--- config.mk ---
export PLATFORM = sky130hd
export DESIGN_NAME = tone_phase_acc
export DESIGN_NICKNAME = d
export VERILOG_FILES = /design/src/rtl/tone_pkg.sv /design/src/rtl/tone_frac_step.sv /design/src/rtl/tone_phase_acc.sv
export SDC_FILE = /design/constraint.sdc
export NUM_CORES = 1
export LEC_CHECK = 0
export ABC_AREA = 0
export ABC_CLOCK_PERIOD_IN_PS = 4950
export BUFFER_PORTS_ARGS = -buffer_cell sky130_fd_sc_hd__buf_2
export CAP_MARGIN = 20
export CORE_AREA = 2 2 102 104
export DETAILED_ROUTE_END_ITERATION = 7
export DIE_AREA = 0 0 104 106
export PLACE_DENSITY = 0.79
export SYNTH_ARGS = -nofsm -noshare
export SYNTH_HDL_FRONTEND = slang
export SYNTH_HIERARCHICAL = 1
export SYNTH_SLANG_ARGS = --single-unit
--- constraint.sdc ---
create_clock -name clk -period 4.95 [get_ports clk]
set_input_delay 0.7425 -clock clk [delete_from_list [all_inputs] [get_ports clk]]
set_output_delay 0.7425 -clock clk [all_outputs]
set_load 0.005 [all_outputs]
--- src/rtl/tone_pkg.sv ---
// ---------------------------------------------------------------------------
// tone_pkg
// Shared constants and types for the tone generator path. The note decoder
// uses the same package so that its jump/remainder widths match the phase
// accumulator's input widths.
//
// Contents:
//   JUMP_W, REM_W  - integer / fractional increment widths
//   FRAC_MOD       - modulus of the fractional accumulator (remainder units)
//   REM_MAX        - largest legal remainder, the saturation value
//   tone_state_t   - phase accumulator state encoding (IDLE / RUN / PEND)
//   sat_rem()      - clamps an out-of-range remainder to REM_MAX
// ---------------------------------------------------------------------------
package tone_pkg;

    localparam int JUMP_W = 6;
    localparam int REM_W  = 27;

    localparam logic [REM_W-1:0] FRAC_MOD = 27'd100000000;
    localparam logic [REM_W-1:0] REM_MAX  = FRAC_MOD - 27'd1;

    typedef enum logic [1:0] {
        ST_IDLE = 2'd0,
        ST_RUN  = 2'd1,
        ST_PEND = 2'd2
    } tone_state_t;

    function automatic logic [REM_W-1:0] sat_rem(input logic [REM_W-1:0] r);
        return (r >= FRAC_MOD) ? REM_MAX : r;
    endfunction

endpackage

--- src/rtl/tone_frac_step.sv ---
// ---------------------------------------------------------------------------
// tone_frac_step
// Purely combinational single-step update of the phase accumulator. All of
// the modulus arithmetic lives here.
//
// Parameters:
//   ADDR_W     - wavetable address width (must be >= JUMP_W)
// Ports:
//   frac       in   REM_W   current fractional accumulator
//   inc_r      in   REM_W   fractional increment (already < FRAC_MOD)
//   inc_j      in   JUMP_W  integer increment
//   addr       in   ADDR_W  current address
//   frac_next  out  REM_W   fractional accumulator after the step
//   addr_next  out  ADDR_W  address after the step (mod 2^ADDR_W)
//   ovf        out  1       the address step crossed 2^ADDR_W
// ---------------------------------------------------------------------------
module tone_frac_step
    import tone_pkg::*;
#(
    parameter int ADDR_W = 8
) (
    input  logic [REM_W-1:0]  frac,
    input  logic [REM_W-1:0]  inc_r,
    input  logic [JUMP_W-1:0] inc_j,
    input  logic [ADDR_W-1:0] addr,
    output logic [REM_W-1:0]  frac_next,
    output logic [ADDR_W-1:0] addr_next,
    output logic              ovf
);

    logic [REM_W:0]  sum;
    logic [REM_W:0]  mod_ext;
    logic [REM_W:0]  reduced;
    logic            carry;
    logic [ADDR_W:0] addr_sum;
    logic            unused_reduced_msb;

    always_comb begin
        mod_ext = {1'b0, FRAC_MOD};
        // One extra bit so frac + inc_r (each < FRAC_MOD) never overflows.
        sum     = {1'b0, frac} + {1'b0, inc_r};
        carry   = (sum >= mod_ext);
        reduced = carry ? (sum - mod_ext) : sum;
        frac_next = reduced[REM_W-1:0];

        addr_sum = {1'b0, addr}
                 + {{(ADDR_W + 1 - JUMP_W){1'b0}}, inc_j}
                 + {{ADDR_W{1'b0}}, carry};
        addr_next = addr_sum[ADDR_W-1:0];
        ovf       = addr_sum[ADDR_W];
    end

    // After reduction the result is always < FRAC_MOD, so the top bit is 0.
    assign unused_reduced_msb = reduced[REM_W];

endmodule

--- src/rtl/tone_phase_acc.sv ---
// ---------------------------------------------------------------------------
// tone_phase_acc
// Fractional phase accumulator: turns a jump/remainder increment pair from
// the note table into a wavetable read address, advancing once per tick.
//
// Build option: TONE_GLITCHLESS_EN
//   defined   - a load while playing is held in shadow registers (PEND) and
//               takes over only after the first wrapping step, so the
//               waveform period in progress is completed with the old pitch.
//   undefined - a load while playing takes effect from the next tick; no
//               shadow registers or PEND state are built.
//
// Parameters:
//   ADDR_W      - wavetable address width, address wraps mod 2^ADDR_W
// Ports:
//   clk         in   1       system clock
//   rst         in   1       asynchronous active-high reset
//   tick        in   1       single-cycle sample strobe
//   note_on     in   1       gate level, high = play
//   load        in   1       single-cycle pulse capturing jump/remainder
//   jump        in   6       integer step per tick
//   remainder   in   27      fractional step per tick (units of 1/FRAC_MOD)
//   addr        out  ADDR_W  wavetable address
//   addr_valid  out  1       one-cycle pulse marking a new addr
//   wrap        out  1       one-cycle pulse with addr_valid on overflow
//   active      out  1       high in RUN and PEND
//   state_dbg   out  2       current FSM state (tone_state_t encoding)
//
// Strobes: tick and load are one-cycle pulses sampled on the rising clock
// edge; there is no back-pressure, so every sampled strobe is acted on in
// that cycle. addr_valid/wrap are one-cycle pulses with no ready.
// ---------------------------------------------------------------------------
module tone_phase_acc
    import tone_pkg::*;
#(
    parameter int ADDR_W = 8
) (
    input  logic              clk,
    input  logic              rst,
    input  logic              tick,
    input  logic              note_on,
    input  logic              load,
    input  logic [5:0]        jump,
    input  logic [26:0]       remainder,
    output logic [ADDR_W-1:0] addr,
    output logic              addr_valid,
    output logic              wrap,
    output logic              active,
    output logic [1:0]        state_dbg
);

    tone_state_t       state_q, state_d;
    logic              note_prev_q, note_prev_d;
    logic [JUMP_W-1:0] inc_j_q, inc_j_d;
    logic [REM_W-1:0]  inc_r_q, inc_r_d;
    logic [REM_W-1:0]  frac_q, frac_d;
    logic [ADDR_W-1:0] addr_q, addr_d;
    logic              addr_valid_q, addr_valid_d;
    logic              wrap_q, wrap_d;
    logic              active_q, active_d;

`ifdef TONE_GLITCHLESS_EN
    logic [JUMP_W-1:0] sh_j_q, sh_j_d;
    logic [REM_W-1:0]  sh_r_q, sh_r_d;
    logic              sh_zero;
`endif

    logic              note_rise;
    logic              load_zero;
    logic [REM_W-1:0]  rem_sat;
    logic [REM_W-1:0]  step_frac;
    logic [ADDR_W-1:0] step_addr;
    logic              step_ovf;

    assign note_rise = note_on & ~note_prev_q;
    assign load_zero = load && (jump == '0) && (remainder == '0);
    assign rem_sat   = sat_rem(remainder);

`ifdef TONE_GLITCHLESS_EN
    assign sh_zero = (sh_j_q == '0) && (sh_r_q == '0);
`endif

    tone_frac_step #(
        .ADDR_W   (ADDR_W)
    ) u_step (
        .frac      (frac_q),
        .inc_r     (inc_r_q),
        .inc_j     (inc_j_q),
        .addr      (addr_q),
        .frac_next (step_frac),
        .addr_next (step_addr),
        .ovf       (step_ovf)
    );

    // ---------------- state / data registers ----------------
    always_ff @(posedge clk or posedge rst) begin
        if (rst) begin
            state_q      <= ST_IDLE;
            note_prev_q  <= 1'b0;
            inc_j_q      <= '0;
            inc_r_q      <= '0;
            frac_q       <= '0;
            addr_q       <= '0;
            addr_valid_q <= 1'b0;
            wrap_q       <= 1'b0;
            active_q     <= 1'b0;
`ifdef TONE_GLITCHLESS_EN
            sh_j_q       <= '0;
            sh_r_q       <= '0;
`endif
        end else begin
            state_q      <= state_d;
            note_prev_q  <= note_prev_d;
            inc_j_q      <= inc_j_d;
            inc_r_q      <= inc_r_d;
            frac_q       <= frac_d;
            addr_q       <= addr_d;
            addr_valid_q <= addr_valid_d;
            wrap_q       <= wrap_d;
            active_q     <= active_d;
`ifdef TONE_GLITCHLESS_EN
            sh_j_q       <= sh_j_d;
            sh_r_q       <= sh_r_d;
`endif
        end
    end

    // ---------------- next-state logic ----------------
    always_comb begin
        state_d = state_q;
        case (state_q)
            ST_IDLE: begin
                // A zero increment is the invalid-note code; it keeps us silent
                // even if the gate rises in the same cycle.
                if (note_rise && !load_zero) state_d = ST_RUN;
            end
            ST_RUN: begin
                if (!note_on)       state_d = ST_IDLE;
                else if (load_zero) state_d = ST_IDLE;
`ifdef TONE_GLITCHLESS_EN
                else if (load)      state_d = ST_PEND;
`endif
            end
`ifdef TONE_GLITCHLESS_EN
            ST_PEND: begin
                if (!note_on) begin
                    state_d = ST_IDLE;
                end else if (tick && step_ovf) begin
                    // Hand-over point: the pending value becomes active. A
                    // load in this same cycle becomes the next pending value.
                    if (sh_zero)   state_d = ST_IDLE;
                    else if (load) state_d = ST_PEND;
                    else           state_d = ST_RUN;
                end
            end
`endif
            default: state_d = ST_IDLE;
        endcase
    end

    // ---------------- datapath / output next values ----------------
    always_comb begin
        note_prev_d  = note_on;
        inc_j_d      = inc_j_q;
        inc_r_d      = inc_r_q;
        frac_d       = frac_q;
        addr_d       = addr_q;
        addr_valid_d = 1'b0;
        wrap_d       = 1'b0;
`ifdef TONE_GLITCHLESS_EN
        sh_j_d       = sh_j_q;
        sh_r_d       = sh_r_q;
`endif

        case (state_q)
            ST_IDLE: begin
                if (load) begin
                    inc_j_d = jump;
                    inc_r_d = rem_sat;
                end
                // The start wins over a coincident tick: phase restarts at 0.
                if (note_rise) begin
                    frac_d = '0;
                    addr_d = '0;
                end
            end
            ST_RUN: begin
                // A coincident load still lets this tick use the old step,
                // because step_* is computed from the registered increment.
                if (tick) begin
                    frac_d       = step_frac;
                    addr_d       = step_addr;
                    addr_valid_d = 1'b1;
                    wrap_d       = step_ovf;
                end
                if (load) begin
`ifdef TONE_GLITCHLESS_EN
                    sh_j_d  = jump;
                    sh_r_d  = rem_sat;
`else
                    inc_j_d = jump;
                    inc_r_d = rem_sat;
`endif
                end
            end
`ifdef TONE_GLITCHLESS_EN
            ST_PEND: begin
                if (tick) begin
                    frac_d       = step_frac;
                    addr_d       = step_addr;
                    addr_valid_d = 1'b1;
                    wrap_d       = step_ovf;
                    if (step_ovf) begin
                        inc_j_d = sh_j_q;
                        inc_r_d = sh_r_q;
                    end
                end
                if (load) begin
                    sh_j_d = jump;
                    sh_r_d = rem_sat;
                end
            end
`endif
            default: ;
        endcase

        // Any exit to IDLE silences the voice and drops pending work.
        if (state_q != ST_IDLE && state_d == ST_IDLE) begin
            frac_d       = '0;
            addr_d       = '0;
            addr_valid_d = 1'b0;
            wrap_d       = 1'b0;
`ifdef TONE_GLITCHLESS_EN
            sh_j_d       = '0;
            sh_r_d       = '0;
`endif
        end

        active_d = (state_d != ST_IDLE);
    end

    assign addr       = addr_q;
    assign addr_valid = addr_valid_q;
    assign wrap       = wrap_q;
    assign active     = active_q;
    assign state_dbg  = state_q;

endmodule
==> summary.md <==
| Metric | Value |
|---|---|
| TritonCTS clock tree | yes |
| Fin Setup TNS | 0 ns |
| Number of port buffers | 50 |
| Pin count of the biggest net entering global routing | 41 |
| Final WL | 14100 µm |
| GR Util met1 | 33.5% |
| Die Ht | 106 µm |
| Avg Cell Area, Syn | 9.21 µm² |
| Maximum vdd drop | 0.000208 V |
| CP Launch Type | flip-flop |
| Total GRT Usage | 25.9% |
| Finished Cell Area | 6060 µm² |
| Synth Net Count | roughly 650 |
| CP arrival | 5.09 ns |
| Slew Limit Fails | 0 |
| Setup crit end kind | flip-flop |
| GP Congestion | ~0.90 |
| Final Hold Viols | 0 |
| Max Cap Viol | 0 |
| Inst Count DP | 747 |
| Post-synthesis xor/xnor area fraction | 8.18% |
| Worst Slack Setup Final | 0.111 ns |
| Unrepaired setup endpoints after global routing | true |
| H-tree level count | 3 |
| Die W | 104 µm |
| Run status | complete, no violations |
| Clock Latency Late Sink | between 0.3 and 0.4 ns |
| Synth Area in Adders | 9.23% |
| Post-synth EDFFs | 0 |
| Hold WC Path Type | flip-flop to flip-flop |
| Post-synth top area share | between 30% and 40% |
| Layout Cells excl Fill | ~770 |
| Sequential share of the synthesized area | between 30% and 40% |
| WHS | 0.481 ns |
| Tcrit/Tclk final | 97.8% |
| Clock slew at reported path FFs | around 0.08 ns |
| Nets | 706 |
| Share of cells above drive strength 1 | 23.4% |
| Ys Warns | 6 |
| DR pass1 iterations | 5 |
| Area Growth Syn to Fin | 15.3% |
| Clk root buf | clkbuf_8 |
| Distinct cell type count after synthesis | 69 |
| Main combinational cell family by area after synthesis | compound AO/OA/AOI/OAI gates |
| Die ar. | ~11000 µm² |
| Synth Area in Compound Gates | 24.5% |
| Dpl ws | -0.137 ns |
| Hold Buf Count CTS | 0 |
| Initial Util | approximately 53% |
| Number of global-route vias before repair | 4652 |
| Routed WL per cell | ~18 µm |
| Critical Path RT | between 5 and 6 ns |
| Ys async rst share | 100% |
| Setup Viol. Count Final | 0 |
| Yosys reg bits | 74 |
| Top FF cell, synth | dfrtp_1 |
| WS Path Type | flip-flop to flip-flop |
| PD cells | ~280 nW/µm² |
| Post-Syn Area | 5260 µm² |
| Multiplexer share of the synthesized area | 0% |
| Met3 Track Usage GR | 5.64% |
| Vias per cell | 6.04 |
| Layout Skew | between 0.006 and 0.007 ns |
| Number of fill cells in the layout | 820 |
| Simple-gate share of the synthesized area | just under 20% |
| Design Power | between 1.5 and 2 mW |
| Most crowded layer after global routing | met2 |
| Detailed Place HPWL | roughly 10000 µm |
| Slew headroom | 46.7% |
| Rows | 37 |
| Mapped Cells | 571 |
| Core ar. | 10000 µm² |
| 1st-iter DRT viols | 307 |
| Antenna diodes | 0 |
| Clock buffer depth | 2 |
| Max Clk Rate | a little over 200 MHz |
| Post-route ant nets | 0 |
| Final Util | 60.6% |
| Final min period | 4.84 ns |
| Residual DRC | 0 |
| Overflow after GRT | 0 |
| Area leader, netlist | dfrtp_1 |
| Initial antenna violation count | 0 |
| Least-Margin Pin Slew | 0.796 ns |
| Sink Count | between 70 and 80 |
| Total number of vias | 4663 |
| Crit Path Max Fanout | 3 |
| Placed inst area | ~5600 µm² |
| Most frequent cells in the layout | nand2_1 (99), dfrtp_1 (74), buf_2 (50) |
| Commonest non-fill, non-tap cell in the layout | nand2_1 |
| Met2 Track Usage GR | 42.4% |
| First-pass GRT wire length | between 20000 and 25000 µm |
| Num CTS Buffers | 9 |
| Leakage dissipation | 2.88 nW |
| Top Ports | 51 |
| Synth area leaders | dfrtp_1 (35%), ha_1 (8.1%), nand2_1 (7.1%) |
## area by class of cell
class,count,area [µm²],area share (%)
inverters,18,67.6,1.11
repair buffers,68,385,6.36
clock inverters,5,77.6,1.28
flip-flops and latches,74,1850,30.5
clock buffers,11,141,2.33
well taps,136,170,2.81
multi-input cells,460,3370,55.6
## cell families after synthesis
kind of cell | count (synthesis)
compound gates | 173
xor+xnor | 44
fa+ha+maj | 37
buf+inv | 37
flops | 74
other cells | 1
simple gates | 205
## cells in the mapped netlist, drive strengths merged (8+ instances only)
library cell / n
nand2: 104
dfrtp: 74
a21oi: 40
a22o: 36
ha: 34
o21ai: 32
nor2: 27
xnor2: 26
nand3: 23
inv: 18
xor2: 18
a21o: 12
buf: 10
a21boi: 9
clkbuf: 9
nor4: 9
nand4: 8
## repair_timing
action / 4_1_cts / 5_1_grt
pin swaps: 2 / 21
hold endpoints to repair: 0 / 0
buffers inserted: 1 / 8
endpoints found under the setup margin: 3 / 5
gates resized for setup: 5 / 24
gates cloned: 0 / 0
## flip-flops by register name (all words and copies together), names as in the netlist
name         cells
state_dbg        2
addr_valid       1
active           1
inc_j_q          6
note_prev_q      1
addr             8
frac_q          27
inc_r_q         27
wrap             1
## worst paths after layout
kind | start | slack, ns | end | cells past startpoint
max | inc_r_q[0]$_DFFE_PP0P_ | 0.11 | addr[7]$_DFFE_PP0P_ | 24
min | inc_r_q[25]$_DFFE_PP0P_ | 0.48 | inc_r_q[25]$_DFFE_PP0P_ | 2
max reg2reg | inc_r_q[0]$_DFFE_PP0P_ | 0.11 | addr[7]$_DFFE_PP0P_ | 24
min reg2reg | inc_r_q[25]$_DFFE_PP0P_ | 0.48 | inc_r_q[25]$_DFFE_PP0P_ | 2
max in group asynchronous | rst | 3.41 | inc_r_q[1]$_DFFE_PP0P_ | 3
min in group asynchronous | rst | 0.51 | inc_r_q[4]$_DFFE_PP0P_ | 2
## power by group
part           switching, mW  leakage, nW  internal (mW)
Combinational          0.284         1.81          0.187
Clock                  0.231        0.109          0.296
Sequential            0.0335        0.962          0.646
Total                  0.548         2.88           1.13
## worst max-delay path, cell delays in order (launching register included)
cell and delay, ns:
dfrtp_1 0.41, ha_4 0.19, fa_2 0.39, a211oi_2 0.25, o21a_1 0.19, o21ai_2 0.08
xor2_2 0.19, ha_2 0.21, nor4b_4 0.18, nand3_1 0.14, nand4bb_4 0.25, nor3_4 0.22
a31oi_4 0.13, o31ai_4 0.26, inv_2 0.07, fa_2 0.39, nor2b_1 0.11, o21ai_0 0.11
nand2b_1 0.14, a21oi_1 0.08, o21bai_1 0.21, a21o_1 0.15, nand2_1 0.06, xnor2_1 0.13
a22o_1 0.20
## metal layers
layer	routed length (µm)	part of all wire [%]
met1	6030	43
met2	6660	47
met3	959	6.8
met4	411	2.9
met5	0	0
Power figures use the tool's default switching activity.
